### src/rtl/adc_rd_pkg.sv
// Shared types and defaults for the dual-channel ADC serial reader.
// Latency: n/a (types only).
// Backpressure: n/a (types only).
package adc_rd_pkg;

    typedef enum logic [2:0] {
        IDLE,
        SETUP,
        SHIFT,
        DONE,
        GAP
    } rd_state_t;

    localparam int DEF_DATA_W     = 12;
    localparam int DEF_FRAME_BITS = 16;
    localparam int CH_W           = 3;

endpackage

### src/rtl/adc_shift_rx.sv
// MSB-first serial-to-parallel shift register.
// Latency: one bit enters per clock that has sample_en set.
// Backpressure: none; the caller paces it with sample_en.
module adc_shift_rx #(
    parameter int WIDTH = 16
) (
    input  logic             clk,
    input  logic             rst_n,
    input  logic             sample_en,
    input  logic             din,
    output logic [WIDTH-1:0] dat
);

    always_ff @(posedge clk or negedge rst_n) begin
        if (!rst_n) begin
            dat <= '0;
        end else if (sample_en) begin
            dat <= {dat[WIDTH-2:0], din};
        end
    end

endmodule

### src/rtl/adc_dual_serial_reader.sv
// Dual-output SAR ADC serial master: drives CS/SCK and captures DOUTA/DOUTB into one sample pair per frame.
// Latency: CLK_DIV + 2*CLK_DIV*FRAME_BITS cycles of CS low, results with RD_DONE on the first CS-high cycle.
// Backpressure: none; frames run back to back while en is high. ADC_TWOS_COMP_EN selects two's-complement output.
module adc_dual_serial_reader
    import adc_rd_pkg::*;
#(
    parameter int CLK_DIV    = 2,
    parameter int FRAME_BITS = DEF_FRAME_BITS,
    parameter int DATA_W     = DEF_DATA_W,
    parameter int CONV_GAP   = 4
) (
    input  logic              clk,
    input  logic              rst_n,
    input  logic              en,
    input  logic [CH_W-1:0]   ch_sel,
    input  logic              DOUTA,
    input  logic              DOUTB,
    output logic              CS,
    output logic              SCK,
    output logic [CH_W-1:0]   AD_A2_A0,
    output logic              RD_DONE,
    output logic [DATA_W-1:0] sample_a,
    output logic [DATA_W-1:0] sample_b,
    output logic [CH_W-1:0]   sample_ch
);

    localparam int CNT_MAX = (2 * CLK_DIV > CONV_GAP) ? 2 * CLK_DIV : CONV_GAP;
    localparam int CNT_W   = $clog2(CNT_MAX);
    localparam int BIT_W   = $clog2(FRAME_BITS + 1);

    localparam logic [CNT_W-1:0] HALF     = CNT_W'(CLK_DIV);
    localparam logic [CNT_W-1:0] HALF_M1  = CNT_W'(CLK_DIV - 1);
    localparam logic [CNT_W-1:0] PER_M1   = CNT_W'(2 * CLK_DIV - 1);
    localparam logic [CNT_W-1:0] GAP_M1   = CNT_W'(CONV_GAP - 1);
    localparam logic [BIT_W-1:0] LAST_BIT = BIT_W'(FRAME_BITS - 1);

`ifdef ADC_TWOS_COMP_EN
    localparam logic [DATA_W-1:0] MSB_FLIP = {1'b1, {(DATA_W-1){1'b0}}};
`else
    localparam logic [DATA_W-1:0] MSB_FLIP = '0;
`endif

    rd_state_t        state, state_nxt;
    logic [CNT_W-1:0] cnt, cnt_nxt;
    logic [BIT_W-1:0] bit_cnt, bit_nxt;
    logic             latch_ch;
    logic             sck_nxt;
    logic             sample_en;
    logic [FRAME_BITS-1:0] rx_a, rx_b;
    logic             unused_msbs;

    always_ff @(posedge clk or negedge rst_n) begin
        if (!rst_n) begin
            state   <= IDLE;
            cnt     <= '0;
            bit_cnt <= '0;
        end else begin
            state   <= state_nxt;
            cnt     <= cnt_nxt;
            bit_cnt <= bit_nxt;
        end
    end

    // cnt is shared: SETUP half-period, SHIFT phase within one SCK period, GAP length.
    always_comb begin
        state_nxt = state;
        cnt_nxt   = cnt;
        bit_nxt   = bit_cnt;
        latch_ch  = 1'b0;
        case (state)
            IDLE: begin
                if (en) begin
                    state_nxt = SETUP;
                    cnt_nxt   = '0;
                    latch_ch  = 1'b1;
                end
            end
            SETUP: begin
                if (cnt == HALF_M1) begin
                    state_nxt = SHIFT;
                    cnt_nxt   = '0;
                    bit_nxt   = '0;
                end else begin
                    cnt_nxt = cnt + CNT_W'(1);
                end
            end
            SHIFT: begin
                if (cnt == PER_M1) begin
                    cnt_nxt = '0;
                    if (bit_cnt == LAST_BIT) begin
                        state_nxt = DONE;
                    end else begin
                        bit_nxt = bit_cnt + BIT_W'(1);
                    end
                end else begin
                    cnt_nxt = cnt + CNT_W'(1);
                end
            end
            DONE: begin
                state_nxt = GAP;
                cnt_nxt   = '0;
            end
            GAP: begin
                if (cnt == GAP_M1) begin
                    cnt_nxt = '0;
                    if (en) begin
                        state_nxt = SETUP;
                        latch_ch  = 1'b1;
                    end else begin
                        state_nxt = IDLE;
                    end
                end else begin
                    cnt_nxt = cnt + CNT_W'(1);
                end
            end
            default: state_nxt = IDLE;
        endcase
    end

    // SCK is low for the first half of each SHIFT period; data is taken on the edge that raises it.
    assign sck_nxt   = (state_nxt != SHIFT) || (cnt_nxt >= HALF);
    assign sample_en = (state == SHIFT) && (state_nxt == SHIFT) && (cnt_nxt == HALF);

    always_ff @(posedge clk or negedge rst_n) begin
        if (!rst_n) begin
            CS       <= 1'b1;
            SCK      <= 1'b1;
            RD_DONE  <= 1'b0;
            AD_A2_A0 <= '0;
        end else begin
            CS      <= !((state_nxt == SETUP) || (state_nxt == SHIFT));
            SCK     <= sck_nxt;
            RD_DONE <= (state_nxt == DONE);
            if (latch_ch) begin
                AD_A2_A0 <= ch_sel;
            end
        end
    end

    adc_shift_rx #(.WIDTH(FRAME_BITS)) u_rx_a (
        .clk       (clk),
        .rst_n     (rst_n),
        .sample_en (sample_en),
        .din       (DOUTA),
        .dat       (rx_a)
    );

    adc_shift_rx #(.WIDTH(FRAME_BITS)) u_rx_b (
        .clk       (clk),
        .rst_n     (rst_n),
        .sample_en (sample_en),
        .din       (DOUTB),
        .dat       (rx_b)
    );

    // Leading FRAME_BITS-DATA_W bits are conversion preamble and are dropped.
    assign unused_msbs = ^{rx_a, rx_b};

    always_ff @(posedge clk or negedge rst_n) begin
        if (!rst_n) begin
            sample_a  <= '0;
            sample_b  <= '0;
            sample_ch <= '0;
        end else if (state_nxt == DONE) begin
            sample_a  <= rx_a[DATA_W-1:0] ^ MSB_FLIP;
            sample_b  <= rx_b[DATA_W-1:0] ^ MSB_FLIP;
            sample_ch <= AD_A2_A0;
        end
    end

endmodule

### config.mk
export PLATFORM = sky130hd
export DESIGN_NAME = adc_dual_serial_reader
export DESIGN_NICKNAME = d
export VERILOG_FILES = /design/src/rtl/adc_rd_pkg.sv /design/src/rtl/adc_shift_rx.sv /design/src/rtl/adc_dual_serial_reader.sv
export SDC_FILE = /design/constraint.sdc
export NUM_CORES = 1
export LEC_CHECK = 0
export BUFFER_PORTS_ARGS = -buffer_cell sky130_fd_sc_hd__buf_2
export CORE_ASPECT_RATIO = 1.1
export CORE_MARGIN = 5
export CORE_UTILIZATION = 40
export CTS_BUF_LIST = sky130_fd_sc_hd__clkbuf_16
export CTS_CLUSTER_DIAMETER = 30
export DETAILED_ROUTE_END_ITERATION = 8
export GPL_ROUTABILITY_DRIVEN = 1
export GPL_TIMING_DRIVEN = 0
export PLACE_DENSITY = 0.62
export SLEW_MARGIN = 20
export SYNTH_ARGS = -nofsm -noshare
export SYNTH_HDL_FRONTEND = slang
export SYNTH_HIERARCHICAL = 1
export SYNTH_SLANG_ARGS = --single-unit
### constraint.sdc
create_clock -name clk -period 2.73 [get_ports clk]
set_clock_uncertainty 0.05 [all_clocks]
set_input_delay 0.273 -clock clk [delete_from_list [all_inputs] [get_ports clk]]
set_output_delay 0.273 -clock clk [all_outputs]
set_load 0.03 [all_outputs]
==> results.md, run 1 <==
* Status: completed
* Final Critical Period at ~2.6 ns
* Start point of the critical path: bit_cnt[0]$_DFFE_PN0P_
* Wire per inst at 13.98 um
* Relative slew slack at 65.58%
* Final standard cell utilization of the core at 51.33%
* Clock edge transition at the registers on the reported setup and hold paths at 0.05 ns
* Final setup viols at 0
* Hold Crit Start: ch_sel[0]
* Horizontal die dimension at 91.37 um
* Violation count after the first detailed-routing iteration at 55
* Overflow left after global routing at 0
* Maximum clock rate at 0.3914 GHz
* Launch point of the worst reg-to-reg path: bit_cnt[0]$_DFFE_PN0P_
* Mapped Nets at 260
* Category of the most critical setup path: flop to flop
* Register-to-Register Setup Slack at 0.17 ns
* Core region area at between 0.007 and 0.008 mm2
* CP endpoint kind: flop
* Layout Cell Area excl Fill at between 0.003 and 0.004 mm2
* Path class of the lowest-slack min-delay path: input pin to flop
* Number of top-level design ports at 41
* Clock sinks at 67
* Critical path arrival at 2.71 ns
* Count of nets after finishing at 313
* Final Hold Vio Count at 0
* Starting density of the core at 41.34%
* Avg Cell Area, Syn at 11.79 um2
* Worst voltage drop across the vdd grid at 0.4156 mV
* Number of diodes added for antenna fixing at 0
* Synthesis-to-finish area growth at 24.18%
* Depth of the CTS H-tree at 3
* Number of cells in the design after placement at 373
* Standard-cell rows at 32
* Worst reg-to-reg path cell count at 10
* Clock tree from TritonCTS: yes
* Total of max-cap violations at 0
* Detailed-route DRC error count at 0
* Total standard cell area after synthesis at 0.002913 mm2
* Setup tns final at 0 ns
* Cell with the largest stage delay on the worst path: sky130_fd_sc_hd__dfrtp_1
* Cells after Synth at roughly 250
* Non-filler cells, final at 390
* DRT Pass-1 Iters at 4
* Pin count of the biggest net entering global routing at 35
* Via-to-Cell Ratio at 4.836
* Number of antenna violations at the first check in global routing at 0
* Placed cell areas at 0.003242 mm2
* PD cells at 890.2 mW/mm2
* Number of slew-limit violations in the final report at 0
* Number of buffer cells added on primary ports at 40
* Critical path's largest stage delay at 0.40 ns
* Tcrit/Tclk final at 93.60%
* Required time at the worst-slack endpoint at approximately 2.9 ns
* Reg-to-reg endpoint: u_rx_b/dat[6]$_DFFE_PN0P_
* Vias at 1886
* Element type at the critical path start: flop
* Setup repair after global routing missed its margin: false
* Detailed Place HPWL at about 3700 um
* CTS Root Cell: sky130_fd_sc_hd__clkbuf_16
* Routed Antenna Nets at 0
* Critical path's most frequent cell: sky130_fd_sc_hd__ha_1
* Overall Global Routing Usage at between 10% and 20%
* Vert. Die Dim at 99.50 um
* Post-cts gate resize count at 0
* Crit path max fanout at 10
* Number of warnings printed during yosys synthesis at 6
* Count of fill cells added during filler insertion at 612
* TritonCTS Buffers at 9
* Wire length of the first global-routing pass at 9701 um
* Cell breakdown of the critical path: ha_1 > and3_1 > ha_1 > nand3_1 > inv_2 > buf_4 > nor4_2 > buf_6 > buf_12 > mux2_4
* Pin slew with the least headroom to its limit at 0.5163 ns
* WL final at ~5500 um
* Leakage power of the design at 0.001934 uW
* Die Footprint at 0.009091 mm2
* Vias in the first global route at 1988
* RePlAce Congestion at between 0.7 and 0.8
* Layout cells sized above 1 at 35.41%
* Maximum clock insertion buffer count at 2
* Endpoint of the most critical setup path: u_rx_b/dat[6]$_DFFE_PN0P_
* Insertion delay to the later sink of the worst-skew pair at ~0.33 ns
-- cell type report --
class | count | area, um2 | share of cell area (%)
flip-flops and latches | 67 | 1679 | 46.42
multi-input cells | 161 | 1085 | 29.99
repair buffers | 42 | 232.7 | 6.434
clock buffers | 9 | 225.2 | 6.226
clock inverters | 7 | 140.1 | 3.874
plain buffers | 13 | 126.4 | 3.494
well taps | 85 | 106.4 | 2.940
inverters | 6 | 22.52 | 0.6226
-- critical path, delay by kind of cell (launching register included) --
| kind | cells | cell delay [ns] |
|---|---|---|
| fa+ha+maj | 2 | 0.41 |
| flops | 1 | 0.40 |
| buf+inv | 4 | 0.55 |
| simple gates | 3 | 0.71 |
| mux | 1 | 0.30 |
-- repair_timing --
| item | 4_1_cts | 5_1_grt |
|---|---|---|
| hold endpoints to repair | 32 | 0 |
| hold buffers | 1 | 0 |
| setup buffers | 0 | 0 |
-- where the power goes --
part / internal [uW] / total, uW / switching (uW)
registers: 1100 / 1180 / 82.1
logic: 271 / 626 / 355
clock network: 984 / 1410 / 425
total: 2360 / 3220 / 863
-- through the flow --
step                hold WS, ns  setup slack [ns]  total power, uW
floorplan              -0.07259            0.4181             1674
global placement         0.4031            0.1860             1816
detailed placement       0.2015            0.1911             1833
CTS                      0.1153            0.1640             3253
global route             0.1229           0.07228             3361
finish                   0.1296            0.1747             3220
-- sequential cells by signal (all words and copies together) (netlist names), 3 cells and up --
name        flops
u_rx_b/dat     12
AD_A2_A0        3
state           3
sample_ch       3
sample_b       12
u_rx_a/dat     12
bit_cnt         5
sample_a       12
-- how the worst min path moves through the flow --
stage	endpoint	slack [ns]	cells past startpoint
after floorplan	AD_A2_A0[0]$_DFFE_PN0P_	-0.07	0
after global placement	sample_a[9]$_DFFE_PN0P_	0.40	2
after detailed placement	u_rx_a/dat[0]$_DFFE_PN0P_	0.20	1
after CTS	u_rx_a/dat[0]$_DFFE_PN0P_	0.12	2
after global routing	u_rx_a/dat[0]$_DFFE_PN0P_	0.12	2
final	AD_A2_A0[0]$_DFFE_PN0P_	0.13	2
-- cell usage in the layout, fill, tap and decap left out, drive strengths merged --
cell type	n
o21a	1
dfrtp	65
dlygate4sd3	1
nand2b	2
nor2b	1
nand2	86
dfstp	2
mux2	28
a21boi	1
nor2	3
nor3b	2
a21oi	1
xnor2	2
xor2	1
bufinv	4
or3	1
o211ai	1
a211oi	1
or2	1
o21ai	4
and4bb	1
nor3	3
o31ai	3
and3	1
clkbuf	10
o32a	1
clkinvlp	1
and3b	1
nor4	2
ha	5
a21o	1
inv	8
buf	53
or3b	1
nand3	6
-- per-layer routing --
layer | GRT usage [%] | wire length (um) | vias to the layer above
li1 | - | - | 918
met1 | 17.19 | 2549 | 924
met2 | 21.20 | 2601 | 35
met3 | 3.631 | 198 | 9
met4 | 6.433 | 102 | 0
met5 | 0 | 0 | -
Power figures use the tool's default switching activity.
==> run 2, diff against run 1 <==
--- a/config.mk
+++ b/config.mk
@@ -5,6 +5,7 @@
 export SDC_FILE = /design/constraint.sdc
 export NUM_CORES = 1
 export LEC_CHECK = 0
+export ABC_AREA = 1
 export BUFFER_PORTS_ARGS = -buffer_cell sky130_fd_sc_hd__buf_2
 export CORE_ASPECT_RATIO = 1.1
 export CORE_MARGIN = 5
==> constraint.sdc (replaced) <==
create_clock -name clk -period 2.51 [get_ports clk]
set_clock_uncertainty 0.05 [all_clocks]
set_input_delay 0.251 -clock clk [delete_from_list [all_inputs] [get_ports clk]]
set_output_delay 0.251 -clock clk [all_outputs]
set_load 0.03 [all_outputs]
==> run 2 against run 1 <==
Effect of this change: global-route usage grew 0.24 points; sequential power is 5% lower; routed wire length up 1.3%; largest power group is now sequential cells; die area is 2.0% higher; critical endpoint is now u_rx_b/dat[9]$_DFFE_PN0P_; via count increased by 12%; combinational power down 91%; fmax up 11%.
==> results.md, run 2 <==
* Status: completed
* Met3 track utilization from global routing at 4.705% (+1.1 points)
* Core region area at 0.007350 mm2 (+4.3%)
* Clock sinks at 67 (unchanged)
* WL final at 5522 um (+1.3%)
* Path class of the lowest-slack min-delay path: input pin to flop
* Mapped Nets at 331 (+27%)
* Detailed-route DRC error count at 0 (unchanged)
* Leakage power of the design at 0.001998 uW (+3.3%)
* Relative slew slack at 74.75% (+9.2 points)
* DRT Pass-1 Iters at 4 (unchanged)
* Maximum clock rate at 0.4330 GHz (+11%)
* Met2 usage in global routing at 21.80% (+0.60 points)
* Leading cell types in the layout, fill and taps excluded: 136 x sky130_fd_sc_hd__nand2_1, 65 x sky130_fd_sc_hd__dfrtp_1, 39 x sky130_fd_sc_hd__buf_2
* Number of buffer cells added on primary ports at 40 (unchanged)
* Total standard cell area after synthesis at 0.002978 mm2 (+2.2%)
* Critical path arrival at 2.48 ns (-0.23 ns)
* Category of the most critical setup path: flop to flop
* Required time at the worst-slack endpoint at 2.68 ns (-0.21 ns)
* Pin slew with the least headroom to its limit at 0.3788 ns (-0.1376 ns)
* Die Footprint at 0.009272 mm2 (+2.0%)
* Clock tree from TritonCTS: yes
* Final standard cell utilization of the core at 48.55% (-2.8 points)
* Final setup viols at 0 (unchanged)
* Post-CTS setup buffer count at 0 (unchanged)
* Number of slew-limit violations in the final report at 0 (unchanged)
* Number of diodes added for antenna fixing at 0 (unchanged)
* Vias at 2114 (+12%)
* Setup tns final at 0 ns (unchanged)
* Setup repair after global routing missed its margin: false
* Detailed Place HPWL at 3836 um (+3.9%)
* Vias in the first global route at 2179 (+9.6%)
* Wire length of the first global-routing pass at 9908 um (+2.1%)
* Via-to-Cell Ratio at 4.586 (-5.2%)
* Violation count after the first detailed-routing iteration at 93 (+69%)
* Maximum clock insertion buffer count at 2 (unchanged)
* Most Crowded Layer GR: met2
* Final Critical Period at 2.310 ns (-0.2456 ns)
* Wire per inst at 11.98 um (-14%)
* Avg Cell Area, Syn at 9.364 um2 (-21%)
* Overflow left after global routing at 0 (unchanged)
* Synthesis-to-finish area growth at 19.83%
* Horizontal die dimension at 92.27 um (+0.99%)
* Global routing usage on met1 at 16.72% (-0.47 points)
* Count of nets after finishing at 384 (+23%)
* Crit path max fanout at 9 (-1)
* Layout Cell Area excl Fill at 0.003568 mm2 (-1.3%)
* Clock edge transition at the registers on the reported setup and hold paths at 0.05 ns (about the same)
* Number of antenna violations at the first check in global routing at 0 (unchanged)
* TritonCTS Buffers at 9 (unchanged)
* Element type at the critical path start: flop
* PD cells at 627.9 mW/mm2 (-29%)
* Routed Antenna Nets at 0 (unchanged)
* Number of warnings printed during yosys synthesis at 6 (unchanged)
* Number of top-level design ports at 41 (unchanged)
* CTS Root Cell: sky130_fd_sc_hd__clkbuf_16
* CP endpoint kind: flop
* Placed cell areas at 0.003309 mm2 (+2.1%)
* Cells after Synth at 318 (+29%)
* Tcrit/Tclk final at 92.02% (-1.6 points)
* Overall Global Routing Usage at 13.70% (+0.24 points)
* Minimum hold slack at 0.08948 ns (-0.04016 ns)
* Total Power at 2241 uW (-30%)
* Starting density of the core at 40.52% (-0.82 points)
* Most frequent standard cell in the layout excluding fill and tap cells: sky130_fd_sc_hd__nand2_1
* Insertion delay to the later sink of the worst-skew pair at 0.32 ns (about the same)
* Standard-cell rows at 33 (+3.1%)
* Layout cells sized above 1 at 31.28% (-4.1 points)
* Worst voltage drop across the vdd grid at 0.3455 mV (-17%)
* Vert. Die Dim at 100.5 um (+1.0%)
* Total of max-cap violations at 0 (unchanged)
* Final Hold Vio Count at 0 (unchanged)
* RePlAce Congestion at 0.7475 (-3.7%)
* Depth of the CTS H-tree at 3 (unchanged)
* Pin count of the biggest net entering global routing at 40 (+14%)
-- run 2: stage by stage --
step	setup WS [ns]	cells
final	0.2003	461
after global routing	0.01527	461
after CTS	0.1829	461
after detailed placement	0.2148	446
after global placement	0.2394	445
after floorplan	0.4265	318
-- run 2: worst max-delay path: stages, from the launching register on --
cell and delay (ns):
sky130_fd_sc_hd__dfrtp_1 0.41, sky130_fd_sc_hd__ha_1 0.23, sky130_fd_sc_hd__nand2_1 0.09, sky130_fd_sc_hd__nor2_1 0.05, sky130_fd_sc_hd__ha_1 0.21, sky130_fd_sc_hd__nand2_1 0.17
sky130_fd_sc_hd__nor2_8 0.09, sky130_fd_sc_hd__nor2_2 0.15, sky130_fd_sc_hd__nand3_1 0.08, sky130_fd_sc_hd__nor2_1 0.23, sky130_fd_sc_hd__buf_6 0.18, sky130_fd_sc_hd__inv_8 0.04
sky130_fd_sc_hd__buf_12 0.13, sky130_fd_sc_hd__nand2_2 0.06, sky130_fd_sc_hd__nand2_2 0.04
-- run 2: area by class of cell --
class	count	area, um2
Fill cell	719	3781
Sequential cell	67	1679
Multi-Input combinational cell	219	1072
Timing Repair Buffer	42	232.7
Clock buffer	9	225.2
Buffer	11	130.1
Tap cell	87	108.9
Inverter	21	96.34
Clock inverter	5	23.77
-- run 2: per-layer routing --
layer	wire length (um)	part of all wire (%)
met3	241	4.4
met2	2636	48
met1	2529	46
met4	115	2.1
met5	0	0
-- run 2: report_power, final --
part | internal [uW] | switching [uW] | total (uW)
clock | 643 | 428 | 1070
sequential | 1100 | 15.7 | 1120
combinational | 19.9 | 33.8 | 53.7
total | 1760 | 477 | 2240
-- run 2: final timing paths --
path / from / to / slack, ns / cells past startpoint
min reg2reg: sample_a[11]$_DFFE_PN0P_ / sample_a[11]$_DFFE_PN0P_ / 0.41 / 2
min: DOUTA / u_rx_a/dat[0]$_DFFE_PN0P_ / 0.09 / 3
max in group asynchronous: rst_n / sample_b[2]$_DFFE_PN0P_ / 1.55 / 3
max reg2reg: bit_cnt[0]$_DFFE_PN0P_ / u_rx_b/dat[9]$_DFFE_PN0P_ / 0.20 / 14
max: bit_cnt[0]$_DFFE_PN0P_ / u_rx_b/dat[9]$_DFFE_PN0P_ / 0.20 / 14
min in group asynchronous: rst_n / sample_a[10]$_DFFE_PN0P_ / 0.34 / 2
-- run 2: timing repair --
| item | 4_1_cts | 5_1_grt |
|---|---|---|
| gates resized for setup | 0 | 0 |
| hold endpoints to repair | 26 | 0 |
| hold buffers | 1 | 0 |
==> run 3, diff against run 2 <==
--- a/config.mk
+++ b/config.mk
@@ -6,16 +6,16 @@
 export NUM_CORES = 1
 export LEC_CHECK = 0
 export ABC_AREA = 1
-export BUFFER_PORTS_ARGS = -buffer_cell sky130_fd_sc_hd__buf_2
 export CORE_ASPECT_RATIO = 1.1
 export CORE_MARGIN = 5
 export CORE_UTILIZATION = 40
 export CTS_BUF_LIST = sky130_fd_sc_hd__clkbuf_16
 export CTS_CLUSTER_DIAMETER = 30
 export DETAILED_ROUTE_END_ITERATION = 8
+export DONT_BUFFER_PORTS = 1
 export GPL_ROUTABILITY_DRIVEN = 1
 export GPL_TIMING_DRIVEN = 0
-export PLACE_DENSITY = 0.62
+export PLACE_DENSITY = 0.57
 export SLEW_MARGIN = 20
 export SYNTH_ARGS = -nofsm -noshare
 export SYNTH_HDL_FRONTEND = slang
==> run 3 against run 2 <==
Effect of this change: worst setup slack better by 0.0049 ns; register-to-register slack hardly changed; sequential cell count stayed put; first-iteration DRC count is 39% lower; die area stayed put; clock power is 21% higher; fmax is 0.21% higher; critical path depth stayed put; via count is 7.8% lower.
==> results.md, run 3 (same netlist as run 2, synthesis figures left out) <==
* Total of max-cap violations at 0 (unchanged)
* Layout Cell Area excl Fill at 0.003453 mm2 (-3.2%)
* CP endpoint kind: flop
* Leading cell types in the layout, fill and taps excluded: 136 x sky130_fd_sc_hd__nand2_1, 65 x sky130_fd_sc_hd__dfrtp_1, 33 x sky130_fd_sc_hd__nand2_2
* Starting density of the core at 40.52% (unchanged)
* Number of buffer cells added on primary ports at 0 (-100%)
* Category of the most critical setup path: flop to flop
* Vert. Die Dim at 100.5 um (unchanged)
* CTS Root Cell: sky130_fd_sc_hd__clkbuf_16
* Clock edge transition at the registers on the reported setup and hold paths at 0.05 ns (about the same)
* Vias at 1949 (-7.8%)
* Required time at the worst-slack endpoint at 2.68 ns (about the same)
* Number of top-level design ports at 41 (unchanged)
* RePlAce Congestion at 0.8276 (+11%)
* TritonCTS Buffers at 9 (unchanged)
* Maximum clock rate at 0.4339 GHz (+0.21%)
* CP Buf/Inv Count at 3 (unchanged)
* Core region area at 0.007350 mm2 (unchanged)
* Post-cts gate resize count at 0 (unchanged)
* Post-CTS Hold Fix Bufs at 4 (+3)
* Number of antenna violations at the first check in global routing at 0 (unchanged)
* Critical path arrival at 2.47 ns (about the same)
* Insertion delay to the later sink of the worst-skew pair at 0.33 ns (about the same)
* Leakage power of the design at 0.001835 uW (-8.2%)
* Pin count of the biggest net entering global routing at 68 (+70%)
* Horizontal die dimension at 92.27 um (unchanged)
* Cell breakdown of the critical path: ha_1 > nand2_1 > nor2_1 > ha_1 > nand2_1 > nor2_8 > nor2_2 > nand3_1 > nor2_1 > buf_6 > inv_8 > buf_12 > nand2_2 > nand2_2
* Depth of the CTS H-tree at 3 (unchanged)
* Number of diodes added for antenna fixing at 0 (unchanged)
* Placed cell areas at 0.003087 mm2 (-6.7%)
* Overflow left after global routing at 0 (unchanged)
* Most frequent standard cell in the layout excluding fill and tap cells: sky130_fd_sc_hd__nand2_1
* Number of slew-limit violations in the final report at 0 (unchanged)
* Count of nets after finishing at 346 (-9.9%)
* Status: completed
* Wire length of the first global-routing pass at 9680 um (-2.3%)
* Layout cells sized above 1 at 23.37% (-7.9 points)
* Relative slew slack at 76.98% (+2.2 points)
* Tcrit/Tclk final at 91.82% (-0.20 points)
* Detailed-route DRC error count at 0 (unchanged)
* Violation count after the first detailed-routing iteration at 57 (-39%)
* Worst voltage drop across the vdd grid at 0.3250 mV (-5.9%)
* Clock sinks at 67 (unchanged)
* Cell with the largest stage delay on the worst path: sky130_fd_sc_hd__dfrtp_1
* Minimum hold slack at 0.03720 ns (-0.05228 ns)
* Non-filler cells, final at 425 (-7.8%)
* Die Footprint at 0.009272 mm2 (unchanged)
* Final Hold Vio Count at 0 (unchanged)
* Via-to-Cell Ratio at 4.586 (about the same)
* Count of fill cells added during filler insertion at 726 (+0.97%)
* Element type at the critical path start: flop
* Number of cells in the design after placement at 405 (-9.2%)
* Critical path's largest stage delay at 0.40 ns (about the same)
* WL final at 5520 um (about the same)
* Crit path max fanout at 9 (unchanged)
* PD cells at 715.6 mW/mm2 (+14%)
* Overall Global Routing Usage at 13.70% (about the same)
* Setup repair after global routing missed its margin: false
* Total Power at 2471 uW (+10%)
* DRT Pass-1 Iters at 4 (unchanged)
* Routed Antenna Nets at 0 (unchanged)
* Detailed Place HPWL at 3686 um (-3.9%)
* Vias in the first global route at 1943 (-11%)
* Cell class contributing the biggest share of worst-path delay: simple AND/OR/NAND/NOR gates
* Final setup viols at 0 (unchanged)
* Pin slew with the least headroom to its limit at 0.3452 ns (-0.03353 ns)
* Synthesis-to-finish area growth at 15.97%
* Standard-cell rows at 33 (unchanged)
* Path class of the lowest-slack min-delay path: input pin to flop
* Maximum clock insertion buffer count at 2 (unchanged)
* Clock tree from TritonCTS: yes
* Final Critical Period at 2.305 ns (-0.004948 ns)
* Wire per inst at 12.99 um (+8.4%)
* Post-CTS setup buffer count at 0 (unchanged)
* Setup tns final at 0 ns (unchanged)
==> run 3: path summary, 6_finish.rpt <==
check / from / end / slack, ns / depth (start not counted)
hold reg to reg: bit_cnt[4]$_DFFE_PN0P_ / bit_cnt[4]$_DFFE_PN0P_ / 0.43 / 2
setup / recovery: bit_cnt[0]$_DFFE_PN0P_ / u_rx_a/dat[11]$_DFFE_PN0P_ / 0.21 / 14
setup reg to reg: bit_cnt[0]$_DFFE_PN0P_ / u_rx_a/dat[11]$_DFFE_PN0P_ / 0.21 / 14
hold / removal: ch_sel[0] / AD_A2_A0[0]$_DFFE_PN0P_ / 0.04 / 2
min in group asynchronous: rst_n / u_rx_a/dat[7]$_DFFE_PN0P_ / 0.45 / 2
max in group asynchronous: rst_n / SCK$_DFF_PN1_ / 1.66 / 2
==> run 3: through the flow <==
step	setup slack, ns	util (%)
5_1_grt	0.02833	46.99
4_1_cts	0.1699	46.99
3_3_place_gp	0.2205	42.00
2_1_floorplan	0.4265	-
3_5_place_dp	0.1794	42.00
6_report	0.2053	46.99
==> run 3: routing by layer <==
layer / vias to the layer above / share of wire, % / wire length, um / global-route usage, %
li1: 1008 / - / - / -
met3: 12 / 4.5 / 250 / 3.585
met4: 0 / 3.1 / 172 / 9.257
met1: 897 / 45 / 2459 / 16.78
met5: - / 0 / 0 / 0
met2: 32 / 48 / 2638 / 21.29
==> run 3: where the power goes <==
part | total [uW] | internal [uW] | switching (uW)
logic | 52.3 | 19.0 | 33.3
registers | 1120 | 1100 | 15.6
clock network | 1300 | 856 | 448
total | 2470 | 1970 | 497
==> run 3: final cells by class <==
type,instances,area (um2),share of cell area [%]
plain buffers,11,130.1,3.768
clock buffers,9,225.2,6.522
clock inverters,7,83.83,2.428
inverters,21,96.34,2.790
multi-input cells,219,1072,31.05
flip-flops and latches,67,1679,48.62
well taps,87,108.9,3.152
repair buffers,4,57.56,1.667
